--- config.mk ---
export PLATFORM = sky130hd
export DESIGN_NAME = ifetch_unit
export DESIGN_NICKNAME = d
export VERILOG_FILES = /design/src/rtl/ifetch_unit.sv
export SDC_FILE = /design/constraint.sdc
export NUM_CORES = 1
export LEC_CHECK = 0
export CORE_MARGIN = 1.5
export CORE_UTILIZATION = 56
export CTS_BUF_LIST = sky130_fd_sc_hd__clkbuf_16
export DETAILED_ROUTE_END_ITERATION = 10
export PLACE_DENSITY = 0.94
export REMOVE_ABC_BUFFERS = 1
export SETUP_SLACK_MARGIN = 0.15
export SLEW_MARGIN = 20
export SYNTH_ARGS = -nofsm -noshare
export SYNTH_HDL_FRONTEND = slang
export SYNTH_SLANG_ARGS = --single-unit
export TNS_END_PERCENT = 30
--- constraint.sdc ---
create_clock -name clk -period 8.5 [get_ports clk]
set_input_delay 0.85 -clock clk [delete_from_list [all_inputs] [get_ports clk]]
set_output_delay 0.85 -clock clk [all_outputs]
set_load 0.01 [all_outputs]
--- src/rtl/ifetch_unit.sv ---
// ifetch_unit: holds the PC, issues in-order word fetches, buffers responses in a prefetch
// FIFO and feeds decode. Define IFETCH_PERF_CNT_EN to add perf_fetched / perf_stall counters.
`ifndef BITWIDTH
`define BITWIDTH 32
`endif

module ifetch_unit #(
  parameter logic [`BITWIDTH-1:0] RESET_PC   = '0,
  parameter int                   FIFO_DEPTH = 2
) (
  input  logic                 clk,
  input  logic                 rst,
  output logic                 imem_req_valid,
  input  logic                 imem_req_ready,
  output logic [`BITWIDTH-1:0] imem_req_addr,
  input  logic                 imem_rsp_valid,
  input  logic [31:0]          imem_rsp_data,
  input  logic                 redirect_valid,
  input  logic [`BITWIDTH-1:0] redirect_pc,
  output logic                 id_valid,
  input  logic                 id_ready,
  output logic [31:0]          id_instr,
  output logic [6:0]           id_opcode,
  output logic [`BITWIDTH-1:0] id_pc
`ifdef IFETCH_PERF_CNT_EN
  ,
  output logic [31:0]          perf_fetched,
  output logic [31:0]          perf_stall
`endif
);

  // Handshakes (imem request, decode output): a transfer happens on a rising edge where
  // valid && ready; valid never depends on ready, and ready may change at any time.
  localparam int          PW  = `BITWIDTH;
  localparam int          AW  = (FIFO_DEPTH > 1) ? $clog2(FIFO_DEPTH) : 1;
  localparam int          CW  = AW + 1;
  localparam logic [31:0] NOP = 32'h0000_0013;

  logic [PW-1:0] fetch_pc_q, fetch_pc_d;
  logic [PW-1:0] rsp_pc_q, rsp_pc_d;
  logic [31:0]   data_mem_q [FIFO_DEPTH];
  logic [31:0]   data_mem_d [FIFO_DEPTH];
  logic [PW-1:0] pc_mem_q [FIFO_DEPTH];
  logic [PW-1:0] pc_mem_d [FIFO_DEPTH];
  logic [AW-1:0] wr_ptr_q, wr_ptr_d;
  logic [AW-1:0] rd_ptr_q, rd_ptr_d;
  logic [CW-1:0] fifo_cnt_q, fifo_cnt_d;
  logic [CW-1:0] outstanding_q, outstanding_d;
  logic [CW-1:0] discard_q, discard_d;

  logic [PW-1:0] redirect_base;
  logic [CW:0]   in_use;
  logic          fifo_empty;
  logic          req_fire;
  logic          rsp_ok;
  logic          push;
  logic          pop;

  assign redirect_base  = redirect_pc & ~PW'(3);
  // Credits cover both in-flight words and buffered words, so a push never finds the FIFO full.
  assign in_use         = {1'b0, outstanding_q} + {1'b0, fifo_cnt_q};
  assign fifo_empty     = (fifo_cnt_q == '0);
  assign imem_req_valid = !rst && !redirect_valid && (in_use < (CW+1)'(FIFO_DEPTH));
  assign imem_req_addr  = fetch_pc_q;

  assign id_valid  = !rst && !fifo_empty && !redirect_valid;
  assign id_instr  = fifo_empty ? NOP : data_mem_q[rd_ptr_q];
  assign id_opcode = id_instr[6:0];
  assign id_pc     = fifo_empty ? rsp_pc_q : pc_mem_q[rd_ptr_q];

  assign req_fire = imem_req_valid && imem_req_ready;
  // A response with nothing outstanding is a protocol error and is ignored outright.
  assign rsp_ok   = imem_rsp_valid && (outstanding_q != '0);
  assign pop      = id_valid && id_ready;
  assign push     = rsp_ok && !redirect_valid && (discard_q == '0);

  always_comb begin
    fetch_pc_d    = fetch_pc_q;
    rsp_pc_d      = rsp_pc_q;
    wr_ptr_d      = wr_ptr_q;
    rd_ptr_d      = rd_ptr_q;
    fifo_cnt_d    = fifo_cnt_q;
    outstanding_d = outstanding_q;
    discard_d     = discard_q;
    data_mem_d    = data_mem_q;
    pc_mem_d      = pc_mem_q;
    if (redirect_valid) begin
      // Everything still in flight, minus the word dropped this cycle, belongs to the old path.
      fetch_pc_d    = redirect_base;
      rsp_pc_d      = redirect_base;
      wr_ptr_d      = '0;
      rd_ptr_d      = '0;
      fifo_cnt_d    = '0;
      outstanding_d = outstanding_q - CW'(rsp_ok);
      discard_d     = outstanding_q - CW'(rsp_ok);
    end else begin
      if (req_fire) fetch_pc_d = fetch_pc_q + PW'(4);
      outstanding_d = outstanding_q + CW'(req_fire) - CW'(rsp_ok);
      if (rsp_ok && (discard_q != '0)) discard_d = discard_q - CW'(1);
      if (push) begin
        data_mem_d[wr_ptr_q] = imem_rsp_data;
        pc_mem_d[wr_ptr_q]   = rsp_pc_q;
        wr_ptr_d             = wr_ptr_q + AW'(1);
        rsp_pc_d             = rsp_pc_q + PW'(4);
      end
      if (pop) rd_ptr_d = rd_ptr_q + AW'(1);
      fifo_cnt_d = fifo_cnt_q + CW'(push) - CW'(pop);
    end
  end

  always_ff @(posedge clk) begin
    if (rst) begin
      fetch_pc_q    <= RESET_PC;
      rsp_pc_q      <= RESET_PC;
      wr_ptr_q      <= '0;
      rd_ptr_q      <= '0;
      fifo_cnt_q    <= '0;
      outstanding_q <= '0;
      discard_q     <= '0;
    end else begin
      fetch_pc_q    <= fetch_pc_d;
      rsp_pc_q      <= rsp_pc_d;
      wr_ptr_q      <= wr_ptr_d;
      rd_ptr_q      <= rd_ptr_d;
      fifo_cnt_q    <= fifo_cnt_d;
      outstanding_q <= outstanding_d;
      discard_q     <= discard_d;
    end
  end

  // Storage needs no reset: entries are only read while fifo_cnt_q says they are valid.
  always_ff @(posedge clk) begin
    data_mem_q <= data_mem_d;
    pc_mem_q   <= pc_mem_d;
  end

`ifdef IFETCH_PERF_CNT_EN
  logic [31:0] perf_fetched_q, perf_fetched_d;
  logic [31:0] perf_stall_q, perf_stall_d;

  always_comb begin
    perf_fetched_d = perf_fetched_q + 32'(pop);
    perf_stall_d   = perf_stall_q + 32'(id_valid && !id_ready);
  end

  always_ff @(posedge clk) begin
    if (rst) begin
      perf_fetched_q <= '0;
      perf_stall_q   <= '0;
    end else begin
      perf_fetched_q <= perf_fetched_d;
      perf_stall_q   <= perf_stall_d;
    end
  end

  assign perf_fetched = perf_fetched_q;
  assign perf_stall   = perf_stall_q;
`endif

endmodule

# ---- Word level (Yosys, flattened, before mapping)
# Index checks and enable logic that the tools add are counted.
dict set report totals {
  ff_bits 200
  romBits 0
  ram_bits 0
  n_memories 0
  word_cells 73
  latchBits 0
  output_inout_bits 105
}
dict set report classes {
  addsub 11
  muxes 19
  n_shift 0
  n_mul 0
  n_reduce_logical 23
  magnitude_cmp 4
  n_eq_ne 0
  div 0
  bitwise_logic 3
}
# op n
set ops {}
lappend ops {{2-to-1 mux 32 bit} 13}
lappend ops {{bitwise mux 64 bit} 2}
lappend ops {{adder 32 x 3 -> 32 bit, second input constant} 2}
lappend ops {{demux 32 bit (select 1 bit)} 1}
lappend ops {{logical AND 1 bit} 11}
lappend ops {{nonzero test 2 bit} 5}
lappend ops {{2-to-1 mux 2 bit} 3}
lappend ops {{subtractor 2 x 1 -> 2 bit} 3}
lappend ops {{adder 2 x 1 -> 2 bit} 2}
lappend ops {{>= comparator 2 bit, second input constant} 2}
lappend ops {{zero test 2 bit} 2}
lappend ops {{inverter 1 -> 2 bit} 2}
lappend ops {{adder 2 x 2 -> 3 bit} 1}
lappend ops {{zero test 1 bit} 3}
lappend ops {{< comparator 3 x 2 -> 1 bit, second input constant} 1}
lappend ops {{adder 1 bit, second input constant} 2}
lappend ops {{< comparator 2 x 1 -> 1 bit, second input constant} 1}
lappend ops {{AND reduction 2 bit} 1}
lappend ops {{OR reduction 2 bit} 1}
lappend ops {{subtractor 2 x 1 -> 2 bit, second input constant} 1}
lappend ops {{inverter 1 bit} 1}

# ---- Logic depth before layout (Yosys ltp)
# Gate-level depths: netlist (run 1).
dict set report depth {
  word_depth 7
  ltp_mapped 13
}

# ---- Worst setup path after synthesis (run 1)
# No wires, ideal clock.
dict set report synth_path {
  path_kind {input -> register}
  from {input port redirect_valid}
  to {register data_mem_q[32] (netlist bit) (enable)}
  path_buffers 1
  stages 4
  arrival_ps 3817
  path_slack_ps 4200
  required_ps 8016
  cell_sequence {buf_6 > inv_1 > nand2_1 > nor2_1}
}
dict set report synth_between {
  elab_chain_len 4
}
# element line
set synth_lines {}
lappend synth_lines {{from (decl)} 18} ;# input logic redirect_valid,
lappend synth_lines {{zero test 1 bit} 75} ;# assign push = rsp_ok && !redirect_valid && (discard_q == '0);
lappend synth_lines {{logical AND 1 bit (2 in a row)} 75}
lappend synth_lines {{AND reduction 2 bit (no source line) *} n/a}
lappend synth_lines {{to (signal assigned)} 133} ;# data_mem_q <= data_mem_d;
lappend synth_lines {{to (decl)} 41} ;# logic [31:0] data_mem_q [FIFO_DEPTH];
# Mark *: on every way between the ends. The rest lies on a longest branch, timed or not.
# A chain may end at the register's enable or synchronous reset.

# ---- Final worst setup path (run 1)
dict set report layout_path {
  from {input port rst}
  to {output port imem_req_valid}
}
dict set report layout_between {
  elab_chain_len 3
}
# element line
set layout_lines {}
lappend layout_lines {{from (decl)} 12} ;# input logic rst,
lappend layout_lines {{zero test 1 bit} 63} ;# assign imem_req_valid = !rst && !redirect_valid && (in_use < (CW+1)'(FIFO_DEPTH));
lappend layout_lines {{logical AND 1 bit (2 in a row)} 63}
lappend layout_lines {{to (decl)} 13} ;# output logic imem_req_valid,
# Every way passes these cells.

==> impl_metrics.csv, run 1 <==
group,metric,value,unit
place,port_buffers,168,
timing,fmax,0.277,GHz
final_layout,final_nets,1027,
pwr,pwr-share-clk,0.352,
timing,period_minus_slack,3610,ps
final_layout,stdcell_count,1177,
final_layout,multiInputGateArea,3480,µm²
synthesis,synth_area_leader_cell,"edfxtp_1",
run_status,status,"finished, final reports clean",
place,gp_congestion,0.919,
route,drt.antenna.violating_nets,0,
worst_setup_path,path_common_cell,"clkdlybuf4s50_1",
place,dp_cells,1144,
pwr,max-vdd-ir-drop,0.000161,V
clocking,cts_root_buf,"clkbuf_16",
timing,final_max_slew_viol_count,0,
pwr,power.density,190,nW/µm²
clocking,cts_buffers,17,
pwr,switching_share,0.246,
final_layout,area_growth,26.1,%
clocking,htreeDepth,4,
synthesis,ys_ff_latch,192,
clocking,clk_path_buf_depth,2,
final_layout,antenna_cells,0,
route,initialDrtViolationCount,778,
synthesis,synth_top_area_frac,0.416,
clocking,postCtsSetupBuffers,0,
floorplanning,rows,46,
timing,slew_headroom,0.383,
worst_setup_path,required,7650,ps
clocking,cts_hold_buf,0,
worst_hold_path,hold_path.class,"reg2reg",
pwr,power_switching,527,µW
timing,hold_viol,0,
timing,tightest_slew,923,ps
floorplanning,die_w,129,µm
pwr,combPwrFrac,0.133,
clocking,cts_tree,"done",
timing,tns,0,ps
floorplanning,ioPinCount,175,
worst_setup_path,setup.worst_path.start_class,"primary input",
synthesis,yosys_warnings,0,
route,post-route-drc-count,0,
synthesis,post_synth_main_area_contributors,"edfxtp_1 42%, dfxtp_1 15%, mux2i_1 6.9%",
pwr,leakage,3.73,nW
worst_setup_path,crit_slowest_cell,"clkdlybuf4s50_1",
final_layout,layout-drive-gt1-share,0.0499,
timing,rsz0062_at_grt,"no",
timing,skew,10.5,ps
clocking,cts_sinks,192,
synthesis,ys_seq_area_frac,0.569,
grt,grt_max_degree,91,
synthesis,netlist_instances,809,
place,post-dp-hpwl,13.6,mm
floorplanning,core-area,15700,µm²
flow_run,maxCapViolations,0,
grt,grt_usage,0.255,
pwr,finalPower,2.14,mW
worst_setup_path,critPathBufInv,3,
route,via_per_inst,5.94,
grt,grt_pass1_wl,33.1,mm
route,first_pass_iters,6,
synthesis,syn_area,8940,µm²
route,routedWlPerCell,18.1,µm
grt,grt-ovfl-total,0,
pwr,power_frac_seq,0.515,
final_layout,fillers,1079,
timing,period_share,0.424,
grt,first_global_vias,6561,
clocking,cts_resized,0,
worst_setup_path,cp_top_family,"buffers and inverters",
route,num_vias,6986,
floorplanning,fp.dieArea,16700,µm²
grt,antenna_found_initial,0,
worst_setup_path,setup.worst_path.class,"in2out",
route,routed_wl,21.3,mm
clocking,insertion_delay,430,ps
worst_setup_path,path_cells,"clkdlybuf4s50_1 -> buf_4 -> or2_1 -> nor3_1 -> clkdlybuf4s50_1",
floorplanning,initial_utilization,0.569,
clocking,cts.clk_slew.worst_paths,70,ps
synthesis,syn_area_per_cell,11.1,µm²
worst_setup_path,critPathMaxFanout,39,
floorplanning,dieHeight,129,µm
worst_setup_path,cp.arrival,2760,ps
pwr,internal_power,1.61,mW
synthesis,synth_ff_type,"edfxtp_1",
synthesis,synth_edf_count,124,
timing,setup_viol,0,
synthesis,yosys.cell_types.count,56,
synthesis,async_flop_share,0,
worst_setup_path,max_stage_delay,580,ps
final_layout,regArea,5090,µm²
worst_setup_path,worstSetupEndpointType,"output pin",
## synth_stat cells (4+ instances only)
| master | instances |
|---|---|
| or3_1 | 4 |
| and2_1 | 4 |
| nand2_1 | 71 |
| nor2_1 | 54 |
| ha_1 | 8 |
| buf_1 | 5 |
| dfxtp_1 | 68 |
| nor4_1 | 15 |
| mux2i_1 | 62 |
| or4_1 | 15 |
| o21ai_0 | 43 |
| a31oi_1 | 13 |
| o31a_1 | 13 |
| xor2_1 | 11 |
| edfxtp_1 | 124 |
| xnor2_1 | 15 |
| and4_1 | 8 |
| buf_4 | 11 |
| nor3_1 | 21 |
| a21boi_0 | 13 |
| inv_1 | 29 |
| a211oi_1 | 6 |
| o21bai_1 | 12 |
| nor4b_1 | 4 |
| a21oi_1 | 25 |
| o31ai_1 | 10 |
| a311oi_1 | 5 |
| clkbuf_1 | 40 |
| nand4_1 | 20 |
| o21a_1 | 8 |
| nand3_1 | 22 |
| and3_1 | 13 |
## cell type report
| type | count | area share |
|---|---|---|
| clock buffers | 17 | 0.0377 |
| clock inverters | 15 | 0.0117 |
| inverters | 29 | 0.00966 |
| multi-input cells | 531 | 0.309 |
| flip-flops and latches | 192 | 0.451 |
| well taps | 216 | 0.0240 |
| repair buffers | 177 | 0.156 |
## cells in the final DEF (no fill, tap or decap), drive strengths merged, types with 4 or more instances in the layout
| master | instances |
|---|---|
| o31ai | 10 |
| dfxtp | 68 |
| or4 | 16 |
| and2 | 4 |
| nand4 | 20 |
| conb | 4 |
| and3 | 13 |
| o21ai | 43 |
| xnor2 | 15 |
| and4 | 8 |
| nor2 | 54 |
| o21bai | 12 |
| ha | 8 |
| xor2 | 11 |
| clkdlybuf4s50 | 167 |
| o31a | 13 |
| o21a | 8 |
| buf | 10 |
| inv | 32 |
| nor3 | 21 |
| mux2i | 62 |
| a311oi | 5 |
| a21oi | 25 |
| a31oi | 13 |
| or3 | 4 |
| nor4 | 16 |
| nor4b | 4 |
| clkbuf | 17 |
| edfxtp | 124 |
| nand2 | 71 |
| clkinv | 8 |
| a21boi | 13 |
| a211oi | 6 |
| nand3 | 22 |
## through the flow
| stage | utilization | worst slack [ps] | hold slack (ps) | instance area (µm²) |
|---|---|---|---|---|
| after CTS | 0.716 | 4860 | 543 | 11200 |
| after floorplan | - | 3490 | 483 | 8660 |
| after detailed placement | 0.680 | 4870 | 525 | 10700 |
| final | 0.717 | 4890 | 548 | 11300 |
| after global placement | 0.680 | 4880 | 512 | 10700 |
| after global routing | 0.717 | 4820 | 564 | 11300 |
## registers in the layout, indices dropped and copies added (netlist names)
register       flops
outstanding_q      2
pc_mem_q          60
data_mem_q        64
rsp_pc_q          30
rd_ptr_q           1
discard_q          2
wr_ptr_q           1
imem_req_addr     30
fifo_cnt_q         2
## kinds of logic (layout without fill, tap and decap cells)
family	after synthesis	in the layout	synth area share
AND/OR/NAND/NOR	269	269	0.159
flip-flops	192	192	0.569
AO/OA/AOI/OAI	161	161	0.119
buffers and inverters	89	238	0.0446
multiplexers	62	62	0.0694
XOR/XNOR	26	26	0.0255
adder cells (fa/ha/maj)	9	9	0.0134
other	1	4	0.000419
## worst paths after layout
kind | start | to | slack, ps | cells after the start
max | rst | imem_req_valid | 4890 | 5
min | rsp_pc_q[22]$_SDFFE_PP0P_ | pc_mem_q[22]$_DFFE_PP_ | 550 | 0
max reg2reg | outstanding_q[0]$_SDFF_PP0_ | outstanding_q[1]$_SDFF_PP0_ | 5170 | 12
min reg2reg | rsp_pc_q[22]$_SDFFE_PP0P_ | pc_mem_q[22]$_DFFE_PP_ | 550 | 0
## per-layer routing
layer / global-route usage / vias up / share of wire
met5: 0 / - / 0
met4: 0.0760 / 0 / 0.019
met3: 0.0545 / 46 / 0.084
met2: 0.425 / 374 / 0.49
met1: 0.337 / 3265 / 0.41
li1: - / 3301 / -
## power groups by stage
stage | Clock (mW) | Sequential, mW | Combinational (mW)
after floorplan | 0 | 1.11 | 0.142
after global routing | 0.800 | 1.11 | 0.309
after global placement | 0 | 1.12 | 0.272
after CTS | 0.765 | 1.10 | 0.285
after detailed placement | 0 | 1.12 | 0.281
final | 0.754 | 1.10 | 0.284
## worst register-to-register path, cell delays in order (launching register included)
cell     delay, ps
dfxtp_1        460
and2_1         180
fa_1           470
or3b_2         590
nor2_1         270
inv_1          180
ha_1           310
inv_1           40
ha_1           180
xnor2_1        120
o21ai_0        200
xnor2_1        160
nor2_1          60
(Power assumes the default switching activity.)
==> run 2, diff against run 1 <==
--- a/config.mk
+++ b/config.mk
@@ -6,10 +6,10 @@
 export NUM_CORES = 1
 export LEC_CHECK = 0
 export CORE_MARGIN = 1.5
-export CORE_UTILIZATION = 56
+export CORE_UTILIZATION = 47
 export CTS_BUF_LIST = sky130_fd_sc_hd__clkbuf_16
 export DETAILED_ROUTE_END_ITERATION = 10
-export PLACE_DENSITY = 0.94
+export PLACE_DENSITY = 0.86
 export REMOVE_ABC_BUFFERS = 1
 export SETUP_SLACK_MARGIN = 0.15
 export SLEW_MARGIN = 20
==> constraint.sdc (replaced) <==
create_clock -name clk -period 2.91 [get_ports clk]
set_input_delay 0.291 -clock clk [delete_from_list [all_inputs] [get_ports clk]]
set_output_delay 0.291 -clock clk [all_outputs]
set_load 0.01 [all_outputs]
==> run 2 against run 1 <==
Compared with the run above: count of clock-buffer cells in the layout did not move; register-to-register slack worse by 4900 ps; die area rose by 19%; critical endpoint is now imem_req_addr[18]$_SDFFE_PP0P_; non-clock buffer count increased by 18; global-route usage shrank 4.1 points; largest cell class unchanged; critical path type is now reg2reg; first-iteration DRC count fell by 32%; worst setup slack lost 4700 ps; hold slack got worse by 210 ps.
==> impl_metrics.csv, run 2 (same netlist as run 1, synthesis figures left out) <==
group,metric,value,unit
worst_setup_path,required,3270,ps
floorplanning,rows,50,
clocking,cts_root_buf,"clkbuf_16",
run_status,status,"finished, final reports clean",
timing,fmax,0.373,GHz
place,port_buffers,168,
grt,first_global_vias,6406,
worst_setup_path,critPathMaxFanout,11,
final_layout,antenna_cells,0,
grt,grt_usage,0.214,
worst_setup_path,setup.worst_path.start_class,"register",
final_layout,final_nets,1045,
timing,skew,9.01,ps
route,routed_wl,21.2,mm
place,gp_congestion,0.887,
pwr,power.density,566,nW/µm²
grt,antenna_found_initial,0,
grt,grt-ovfl-total,0,
final_layout,stdcell_area,11600,µm²
clocking,cts.clk_slew.worst_paths,70,ps
timing,slew_headroom,0.583,
place,post-dp-hpwl,14.7,mm
clocking,htreeDepth,4,
worst_setup_path,cp.arrival,3040,ps
floorplanning,die_w,141,µm
pwr,leakage,3.86,nW
worst_setup_path,setup.worst_path.class,"reg2reg",
final_layout,layout_commonest_cell,"clkdlybuf4s50_1",
timing,setup_viol,0,
floorplanning,core-area,18700,µm²
timing,whs,335,ps
floorplanning,dieHeight,141,µm
clocking,cts_tree,"done",
route,post-route-drc-count,0,
floorplanning,initial_utilization,0.478,
timing,hold_viol,0,
timing,rsz0062_at_grt,"yes",
timing,tightest_slew,624,ps
final_layout,largest_reg_flops,64,
route,initialDrtViolationCount,532,
floorplanning,ioPinCount,175,
final_layout,layout-drive-gt1-share,0.0746,
floorplanning,fp.dieArea,19900,µm²
final_layout,area_growth,29.4,%
final_layout,layout_common_cells,"167 x clkdlybuf4s50_1, 124 x edfxtp_1, 71 x nand2_1, 66 x dfxtp_1, 62 x mux2i_1",
route,num_vias,6875,
route,drt.antenna.violating_nets,0,
timing,final_max_slew_viol_count,0,
clocking,clk_path_buf_depth,2,
route,via_per_inst,5.67,
worst_setup_path,worstSetupEndpointType,"register",
clocking,postCtsSetupBuffers,0,
clocking,cts_sinks,192,
worst_hold_path,hold_path.class,"in2reg",
timing,final.setup.worst_slack,231,ps
pwr,max-vdd-ir-drop,0.000453,V
clocking,insertion_delay,430,ps
final_layout,reg_top3,"data_mem_q: 64 flops, pc_mem_q: 60 flops",
timing,tns,0,ps
route,first_pass_iters,6,
timing,period_minus_slack,2680,ps
grt,grt_pass1_wl,32.9,mm
clocking,cts_buffers,17,
flow_run,maxCapViolations,0,
place,placed_cell_area,10900,µm²
worst_setup_path,r2r_setup_slack,230,ps
timing,period_share,0.921,
clocking,cts_hold_buf,0,
pwr,finalPower,6.54,mW
grt,grt_max_degree,60,
place,pre_cts_slack,32.3,ps
route,routedWlPerCell,17.5,µm
final_layout,largest_register,"data_mem_q",
[run 2: cell count changes in the layout (fill, tap and decap cells not counted), moves of 2 or more]
cell and delta:
buf_4 +12, buf_12 +7, clkinv_1 -3, inv_6 +3
bufinv_16 +2, clkinv_4 -2
[run 2: area by class of cell]
class | instances | area [µm²]
Tap cell | 234 | 293
Multi-Input combinational cell | 531 | 3490
Sequential cell | 192 | 5090
Fill cell | 1452 | 7140
Clock inverter | 15 | 190
Clock buffer | 17 | 425
Timing Repair Buffer | 195 | 1970
Inverter | 29 | 109
[run 2: final timing paths]
path / from / depth (start not counted) / end
max: fifo_cnt_q[0]$_SDFF_PP0_ / 6 / imem_req_addr[18]$_SDFFE_PP0P_
min: redirect_valid / 3 / imem_req_addr[8]$_SDFFE_PP0P_
max reg2reg: fifo_cnt_q[0]$_SDFF_PP0_ / 6 / imem_req_addr[18]$_SDFFE_PP0P_
min reg2reg: rsp_pc_q[29]$_SDFFE_PP0P_ / 0 / pc_mem_q[61]$_DFFE_PP_
[run 2: per-layer routing]
| metal | wire, µm | track usage | up-vias |
|---|---|---|---|
| met2 | 10300 | 0.358 | 269 |
| met5 | 0 | 0 | - |
| li1 | - | - | 3323 |
| met3 | 1390 | 0.0425 | 26 |
| met4 | 382 | 0.0746 | 0 |
| met1 | 9170 | 0.278 | 3257 |
[run 2: through the flow]
step | util | std cells
global route | 0.618 | 1213
floorplan | - | 752
finish | 0.618 | 1213
detailed placement | 0.585 | 1181
global placement | 0.585 | 1181
CTS | 0.618 | 1213
[run 2: where the power goes]
part / switching, mW / internal [mW] / total [mW]
clock: 1.00 / 1.43 / 2.44
combinational: 0.462 / 0.452 / 0.914
sequential: 0.129 / 3.06 / 3.19
[run 2: repair_timing]
item                       CTS  global route
setup endpoints to repair    1            12
cloned                       0             0
pin swaps                    1             1
gates resized for setup      4             1
[run 2: critical path, stage by stage, from the launching register on]
cell	delay, ps
dfxtp_2	370
and2_1	150
fa_2	470
nand4bb_1	270
or4_4	630
or4_1	520
a31oi_1	190
==> run 3, diff against run 2 <==
--- a/config.mk
+++ b/config.mk
@@ -8,6 +8,7 @@
 export CORE_MARGIN = 1.5
 export CORE_UTILIZATION = 47
 export CTS_BUF_LIST = sky130_fd_sc_hd__clkbuf_16
+export CTS_CLUSTER_SIZE = 10
 export DETAILED_ROUTE_END_ITERATION = 10
 export PLACE_DENSITY = 0.86
 export REMOVE_ABC_BUFFERS = 1
==> results of run 3 <==
The final DEF is identical to that of run 2; final timing and power are the same.
